<file path="config.mk">
export PLATFORM = sky130hd
export DESIGN_NAME = mem_port_arbiter
export DESIGN_NICKNAME = d
export VERILOG_FILES = /design/src/rtl/mem_port_arbiter.sv
export SDC_FILE = /design/constraint.sdc
export NUM_CORES = 1
export LEC_CHECK = 0
export CORE_MARGIN = 2
export CORE_UTILIZATION = 35
export DETAILED_ROUTE_END_ITERATION = 6
export PLACE_DENSITY_LB_ADDON = 0.08
export SLEW_MARGIN = 20
export SYNTH_ARGS = -nofsm -noshare
export SYNTH_HDL_FRONTEND = slang
export SYNTH_SLANG_ARGS = --single-unit
</file>
<file path="constraint.sdc">
create_clock -name clk_in -period 1.82 [get_ports clk_in]
set_clock_uncertainty 0.05 [all_clocks]
set_input_delay 0.273 -clock clk_in [delete_from_list [all_inputs] [get_ports clk_in]]
set_output_delay 0.273 -clock clk_in [all_outputs]
set_load 0.01 [all_outputs]
</file>
<file path="src/rtl/mem_port_arbiter.sv">
// mem_port_arbiter
// Shares the single byte-serial memory engine between three requesters:
// instruction-cache refill (IF), load-buffer load (LD) and store (ST).
// It picks a winner, latches the engine command, runs the start/done
// handshake, ages a waiting IF so it cannot starve, and holds IO stores
// while the UART buffer is full.
//
// Optional build macro: ARB_PERF_CNT_EN adds four 32-bit performance
// counters (perf_if_grants, perf_ld_grants, perf_st_grants,
// perf_io_stall_cycles). Without it the ports and counters are absent.
//
// Ports:
//   clk_in, rst_in         clock, synchronous active-low reset
//   rdy_in                 global ready; everything freezes while low
//   clear_in               pipeline flush (aborts IF/LD, never ST)
//   io_buffer_full         UART buffer full, stalls IO stores
//   if_req/if_addr         IF request, if_done pulses when data is valid
//   ld_req/ld_addr/ld_len  load request, ld_done pulses when data is valid
//   st_req/st_addr/st_len/st_wdata  store request, st_done pulses when written
//   rdata                  engine read data captured on the done pulse
//   eng_start/eng_wr/eng_addr/eng_len/eng_wdata  engine command
//   eng_done/eng_rdata     engine completion and read data
//   busy                   high whenever the FSM is not IDLE
module mem_port_arbiter #(
  parameter int         STARVE_LIMIT = 8,
  parameter logic [1:0] IO_ADDR_HI   = 2'b11
) (
  input  logic        clk_in,
  input  logic        rst_in,
  input  logic        rdy_in,
  input  logic        clear_in,
  input  logic        io_buffer_full,
  input  logic        if_req,
  input  logic [31:0] if_addr,
  output logic        if_done,
  input  logic        ld_req,
  input  logic [31:0] ld_addr,
  input  logic [1:0]  ld_len,
  output logic        ld_done,
  input  logic        st_req,
  input  logic [31:0] st_addr,
  input  logic [1:0]  st_len,
  input  logic [31:0] st_wdata,
  output logic        st_done,
  output logic [31:0] rdata,
  output logic        eng_start,
  output logic        eng_wr,
  output logic [31:0] eng_addr,
  output logic [1:0]  eng_len,
  output logic [31:0] eng_wdata,
  input  logic        eng_done,
  input  logic [31:0] eng_rdata,
  output logic        busy
`ifdef ARB_PERF_CNT_EN
  ,
  output logic [31:0] perf_if_grants,
  output logic [31:0] perf_ld_grants,
  output logic [31:0] perf_st_grants,
  output logic [31:0] perf_io_stall_cycles
`endif
);

  typedef enum logic [1:0] {S_IDLE, S_ISSUE, S_WAIT, S_IOHOLD} state_t;
  typedef enum logic [1:0] {G_NONE, G_IF, G_LD, G_ST} grant_t;

  localparam logic [31:0] STARVE_LIM_U = 32'(STARVE_LIMIT);

  state_t     state;
  grant_t     grant;
  grant_t     win;
  grant_t     grant_now;
  logic [3:0] age;
  logic       drop_next;
  logic       if_done_q, ld_done_q, st_done_q, eng_start_q;
  logic       if_eff, ld_eff, st_eff;
  logic       starved;
  logic       st_io_stall;
  logic       abort;

  // A requester keeps its req high during its own done-pulse cycle, so it
  // is masked there; otherwise it would be granted a second time.
  assign if_eff = if_req & ~if_done_q;
  assign ld_eff = ld_req & ~ld_done_q;
  assign st_eff = st_req & ~st_done_q;

  assign starved     = ({28'd0, age} >= STARVE_LIM_U);
  assign st_io_stall = (st_addr[17:16] == IO_ADDR_HI) && io_buffer_full;

  // Flush abandons IF/LD transactions that are past IDLE; stores are
  // committed and never aborted.
  assign abort = clear_in && ((grant == G_IF) || (grant == G_LD)) &&
                 ((state == S_ISSUE) || (state == S_WAIT));

  // Fixed priority ST > LD > IF, except a starved IF jumps the queue.
  always_comb begin
    win = G_NONE;
    if (if_eff && starved)  win = G_IF;
    else if (st_eff)        win = G_ST;
    else if (ld_eff)        win = G_LD;
    else if (if_eff)        win = G_IF;
  end

  // Only a clean IDLE cycle without a flush may hand out a grant.
  assign grant_now = ((state == S_IDLE) && !drop_next && !clear_in) ? win : G_NONE;

  // Pulses are gated with rdy_in so a frozen cycle never shows a pulse, and
  // the start pulse is withdrawn when a flush aborts the grant in ISSUE, so
  // the engine never starts and no stale done has to be dropped.
  assign eng_start = eng_start_q & rdy_in & ~abort;
  assign if_done   = if_done_q & rdy_in;
  assign ld_done   = ld_done_q & rdy_in;
  assign st_done   = st_done_q & rdy_in;
  assign busy      = (state != S_IDLE);

  // Main arbitration FSM, age counter and latched engine command.
  always_ff @(posedge clk_in) begin
    if (!rst_in) begin
      state       <= S_IDLE;
      grant       <= G_NONE;
      age         <= 4'd0;
      drop_next   <= 1'b0;
      if_done_q   <= 1'b0;
      ld_done_q   <= 1'b0;
      st_done_q   <= 1'b0;
      eng_start_q <= 1'b0;
      eng_wr      <= 1'b0;
      eng_addr    <= 32'd0;
      eng_len     <= 2'd0;
      eng_wdata   <= 32'd0;
      rdata       <= 32'd0;
    end else if (rdy_in) begin
      if_done_q   <= 1'b0;
      ld_done_q   <= 1'b0;
      st_done_q   <= 1'b0;
      eng_start_q <= 1'b0;

      if (clear_in || !if_req || (grant == G_IF) || (grant_now == G_IF))
        age <= 4'd0;
      else if (age != 4'hF)
        age <= age + 4'd1;

      case (state)
        S_IDLE: begin
          if (drop_next) begin
            // Swallow the completion of the transaction abandoned in WAIT.
            if (eng_done) drop_next <= 1'b0;
          end else if (grant_now != G_NONE) begin
            grant <= grant_now;
            case (grant_now)
              G_ST: begin
                eng_wr    <= 1'b1;
                eng_addr  <= st_addr;
                eng_len   <= st_len;
                eng_wdata <= st_wdata;
              end
              G_LD: begin
                eng_wr    <= 1'b0;
                eng_addr  <= ld_addr;
                eng_len   <= ld_len;
                eng_wdata <= 32'd0;
              end
              default: begin
                eng_wr    <= 1'b0;
                eng_addr  <= if_addr;
                eng_len   <= 2'd3;
                eng_wdata <= 32'd0;
              end
            endcase
            if ((grant_now == G_ST) && st_io_stall) begin
              state <= S_IOHOLD;
            end else begin
              state       <= S_ISSUE;
              eng_start_q <= 1'b1;
            end
          end
        end

        S_ISSUE: begin
          if (abort) begin
            state <= S_IDLE;
            grant <= G_NONE;
          end else begin
            state <= S_WAIT;
          end
        end

        S_WAIT: begin
          if (abort) begin
            state     <= S_IDLE;
            grant     <= G_NONE;
            // A done arriving in the flush cycle itself is already consumed.
            drop_next <= ~eng_done;
          end else if (eng_done) begin
            case (grant)
              G_IF:    if_done_q <= 1'b1;
              G_LD:    ld_done_q <= 1'b1;
              G_ST:    st_done_q <= 1'b1;
              default: ;
            endcase
            rdata <= eng_rdata;
            state <= S_IDLE;
            grant <= G_NONE;
          end
        end

        S_IOHOLD: begin
          if (!io_buffer_full) begin
            state       <= S_ISSUE;
            eng_start_q <= 1'b1;
          end
        end

        default: begin
          state <= S_IDLE;
          grant <= G_NONE;
        end
      endcase
    end
  end

`ifdef ARB_PERF_CNT_EN
  logic   enter_issue;
  grant_t issue_who;

  assign issue_who   = (state == S_IOHOLD) ? G_ST : grant_now;
  assign enter_issue = ((grant_now != G_NONE) && !((grant_now == G_ST) && st_io_stall)) ||
                       ((state == S_IOHOLD) && !io_buffer_full);

  // Performance counters: grants counted on ISSUE entry, IO stalls per
  // IOHOLD cycle. They wrap naturally and ignore flushes.
  always_ff @(posedge clk_in) begin
    if (!rst_in) begin
      perf_if_grants       <= 32'd0;
      perf_ld_grants       <= 32'd0;
      perf_st_grants       <= 32'd0;
      perf_io_stall_cycles <= 32'd0;
    end else if (rdy_in) begin
      if (enter_issue) begin
        case (issue_who)
          G_IF:    perf_if_grants <= perf_if_grants + 32'd1;
          G_LD:    perf_ld_grants <= perf_ld_grants + 32'd1;
          G_ST:    perf_st_grants <= perf_st_grants + 32'd1;
          default: ;
        endcase
      end
      if (state == S_IOHOLD)
        perf_io_stall_cycles <= perf_io_stall_cycles + 32'd1;
    end
  end
`endif

endmodule

</file>
==> flow_metrics.env <==
export IMPL_status="finished with violations"
export IMPL_failed_checks="negative setup slack"
export IMPL_drc_errors=0
export IMPL_synthTopCellsByArea="dfxtp_1, a21oi_1, nand2_1"
export IMPL_fin_crit_sh_pct=109
export IMPL_synth_nets=793
export IMPL_slowest_delay_ns=0.34
export IMPL_critPathTopFamily="buffers and inverters"
export IMPL_clkTransAtPathRegs_ns=0.08
export IMPL_fin_hold_ws_ns=0.404
export IMPL_totalWireLength_mm=21.1
export IMPL_synth_seq_cells=112
export IMPL_yosysMostFrequentCell="dfxtp_1"
export IMPL_tightest_slew_ns=0.391
export IMPL_critPathBufInv=5
export IMPL_synth_edff_count=0
export IMPL_grt_first_pass_wirelength_mm=29.9
export IMPL_root_buffer="clkbuf_16"
export IMPL_leakagePower_uw=0.00366
export IMPL_pwr_density_cell_nw_per_um2=659
export IMPL_cellInternalPower_uw=4790
export IMPL_rsz0062_at_grt="yes"
export IMPL_grt_total_usage_pct=25.6
export IMPL_cap_violations=0
export IMPL_die_w_um=123
export IMPL_cts_buffer_depth=2
export IMPL_start_util_pct=35.6
export IMPL_maxSlewViolCount=0
export IMPL_viasPerCell=5.24
export IMPL_crit_top_cell="buf_6"
export IMPL_vias=5963
export IMPL_syn_area_sq_um=4930
export IMPL_antenna_found_initial=0
export IMPL_startpoint_type="flop"
export IMPL_finalHoldViolations=0
export IMPL_grt_ovfl_total=0
export IMPL_post_route_util_pct=73.1
export IMPL_synth_async_sr_flop_share_pct=0
export IMPL_numCtsBuffers=9
export IMPL_synthFlopType="dfxtp_1"
export IMPL_p_sw_share_pct=28.0
export IMPL_hold_class="reg -> reg"
export IMPL_nFillCells=1009
export IMPL_slowest_stage="dfxtp_2"
export IMPL_critical_path_endpoint_type="flop"
export IMPL_seq_area_frac_synth_pct=45.5
export IMPL_ant_nets=0
export IMPL_regArea_sq_um=2250
export IMPL_synth_common_cells="dfxtp_1, nand2_1, a21oi_1, nor2_1, o21ai_0"
export IMPL_drt_initial_drc_count=192
export IMPL_min_period_ns=1.99
export IMPL_syn2layout_area_growth_pct=105
export IMPL_arrival_ns=2.18
export IMPL_fmax_ghz=0.503
export IMPL_synth_cell_types=47
export IMPL_seq_power_share_pct=39.5
export IMPL_gp_congestion=0.804
export IMPL_row_count=43
export IMPL_htree_levels=3
export IMPL_die_area_sq_um=15000
export IMPL_io_buffer_count=276
export IMPL_drt_pass1_iter_count=4
export IMPL_grt_pass1_vias=5980
export IMPL_dp_hpwl_mm=12.8
export IMPL_fin_total_pwr_uw=6660
export IMPL_pin_count=277
export IMPL_path_class="reg -> reg"
export IMPL_setup_viol=63
export IMPL_grt_max_degree=45
export IMPL_pre_cts_slack_ns=-0.308
export IMPL_fp_dieH_um=123
export IMPL_cts_sinks=112
export IMPL_synth_warnings=0
export IMPL_synth_top_area_share_pct=45.5
export IMPL_fin_nets=1138
export IMPL_avgSynthCellArea_sq_um=8.09
export IMPL_clkPwrFrac_pct=31.0
export IMPL_tns_ns=-5.12
export IMPL_wl_per_cell_um=18.5
export IMPL_drive_above_1_share_pct=27.2
export IMPL_clk_latency_ns=0.35
export IMPL_cp_required_ns=2.01
export IMPL_relSlewSlack_pct=73.8
export IMPL_peakVddDrop_mv=0.478
export IMPL_postSynthCellCount=609
export IMPL_diodes=0
export IMPL_p_switching_uw=1870
export IMPL_crit_fanout=8
export IMPL_core_area_sq_um=13800
export IMPL_cts_tree="done"
export IMPL_combPwrFrac_pct=29.5
export IMPL_multi_input_area_sq_um=3160
export IMPL_finalWorstSetupSlack_ns=-0.169
export IMPL_path_cells="inv_2, ha_4, nor3b_4, buf_6, nand2_4, buf_6, o21bai_4, buf_12, buf_16, a22oi_2, nor2_1"
export IMPL_synth_area_leader_cell="dfxtp_1"
per-layer routing:
metal	track usage (%)	vias to the layer above	share of wire, %
met4	9.63	0	2.8
li1	-	2842	-
met2	47.3	227	52
met5	0	-	0
met3	7.25	44	7.2
met1	27.5	2850	38
power by group through the flow:
stage | clock network (uW) | logic, uW | registers [uW]
6_report | 2060 | 1960 | 2630
5_1_grt | 2200 | 2080 | 2640
4_1_cts | 2090 | 1720 | 2620
3_5_place_dp | 0 | 1380 | 2660
3_3_place_gp | 0 | 1370 | 2660
2_1_floorplan | 0 | 477 | 2710
registers in the layout (all words and copies together), names as in the netlist, 2 cells and up:
register and flops:
state 2, eng_addr 32, eng_wdata 32, grant 2, age 4, rdata 32, eng_len 2
area by class of cell:
class / instances / share of cell area (%)
Sequential cell: 112 / 22.2
Multi-Input combinational cell: 438 / 31.3
Timing Repair Buffer: 382 / 40.8
Clock buffer: 10 / 2.37
Tap cell: 180 / 2.23
Inverter: 11 / 0.409
Clock inverter: 6 / 0.644
worst paths after layout:
kind / from / end / slack (ns) / cells past startpoint
worst max-delay path: state[1] / eng_wdata[29] / -0.17 / 11
worst min-delay path: rdata[31] / rdata[31] / 0.40 / 2
worst max register to register: state[1] / eng_wdata[29] / -0.17 / 11
worst min register to register: rdata[31] / rdata[31] / 0.40 / 2
cells in the final DEF (no fill, tap or decap), types with 21 or more instances in the layout:
master	Yosys	final
nor2_1	42	41
o21ai_2	0	22
a21oi_1	101	62
clkdlybuf4s50_1	0	271
nand2_1	102	102
buf_6	3	21
a22oi_2	0	32
dfxtp_1	112	108
buf_4	0	47
a21oi_2	0	32
cell families (layout without fill, tap and decap cells):
group | count (synthesis) | after routing | synth area share [%]
AND/OR/NAND/NOR | 210 | 210 | 19.6
multiplexers | 3 | 3 | 0.610
buffers and inverters | 59 | 409 | 5.44
adder cells (fa/ha/maj) | 11 | 11 | 2.79
flip-flops | 112 | 112 | 45.5
AO/OA/AOI/OAI | 212 | 212 | 25.7
XOR/XNOR | 2 | 2 | 0.356
worst reg2reg max path: stages, from the launching register on:
cell and delay (ns):
dfxtp_2 0.34, inv_2 0.08, ha_4 0.14, nor3b_4 0.17
buf_6 0.14, nand2_4 0.06, buf_6 0.12, o21bai_4 0.23
buf_12 0.18, buf_16 0.14, a22oi_2 0.18, nor2_1 0.06
through the flow:
stage          area [sq um]  std cells
2_1_floorplan          4930        609
3_3_place_gp           8250       1079
3_5_place_dp           8250       1079
4_1_cts                9550       1129
5_1_grt               10100       1139
6_report              10100       1139
repair_timing:
action,4_1_cts,5_1_grt
resized for setup,118,137
hold buffers,0,0
gates cloned,13,8
endpoints found under the hold margin,0,0
buffers inserted,21,13
pin swaps,44,57
endpoints found under the setup margin,107,109
No activity file was read; power rests on OpenSTA's default activity.
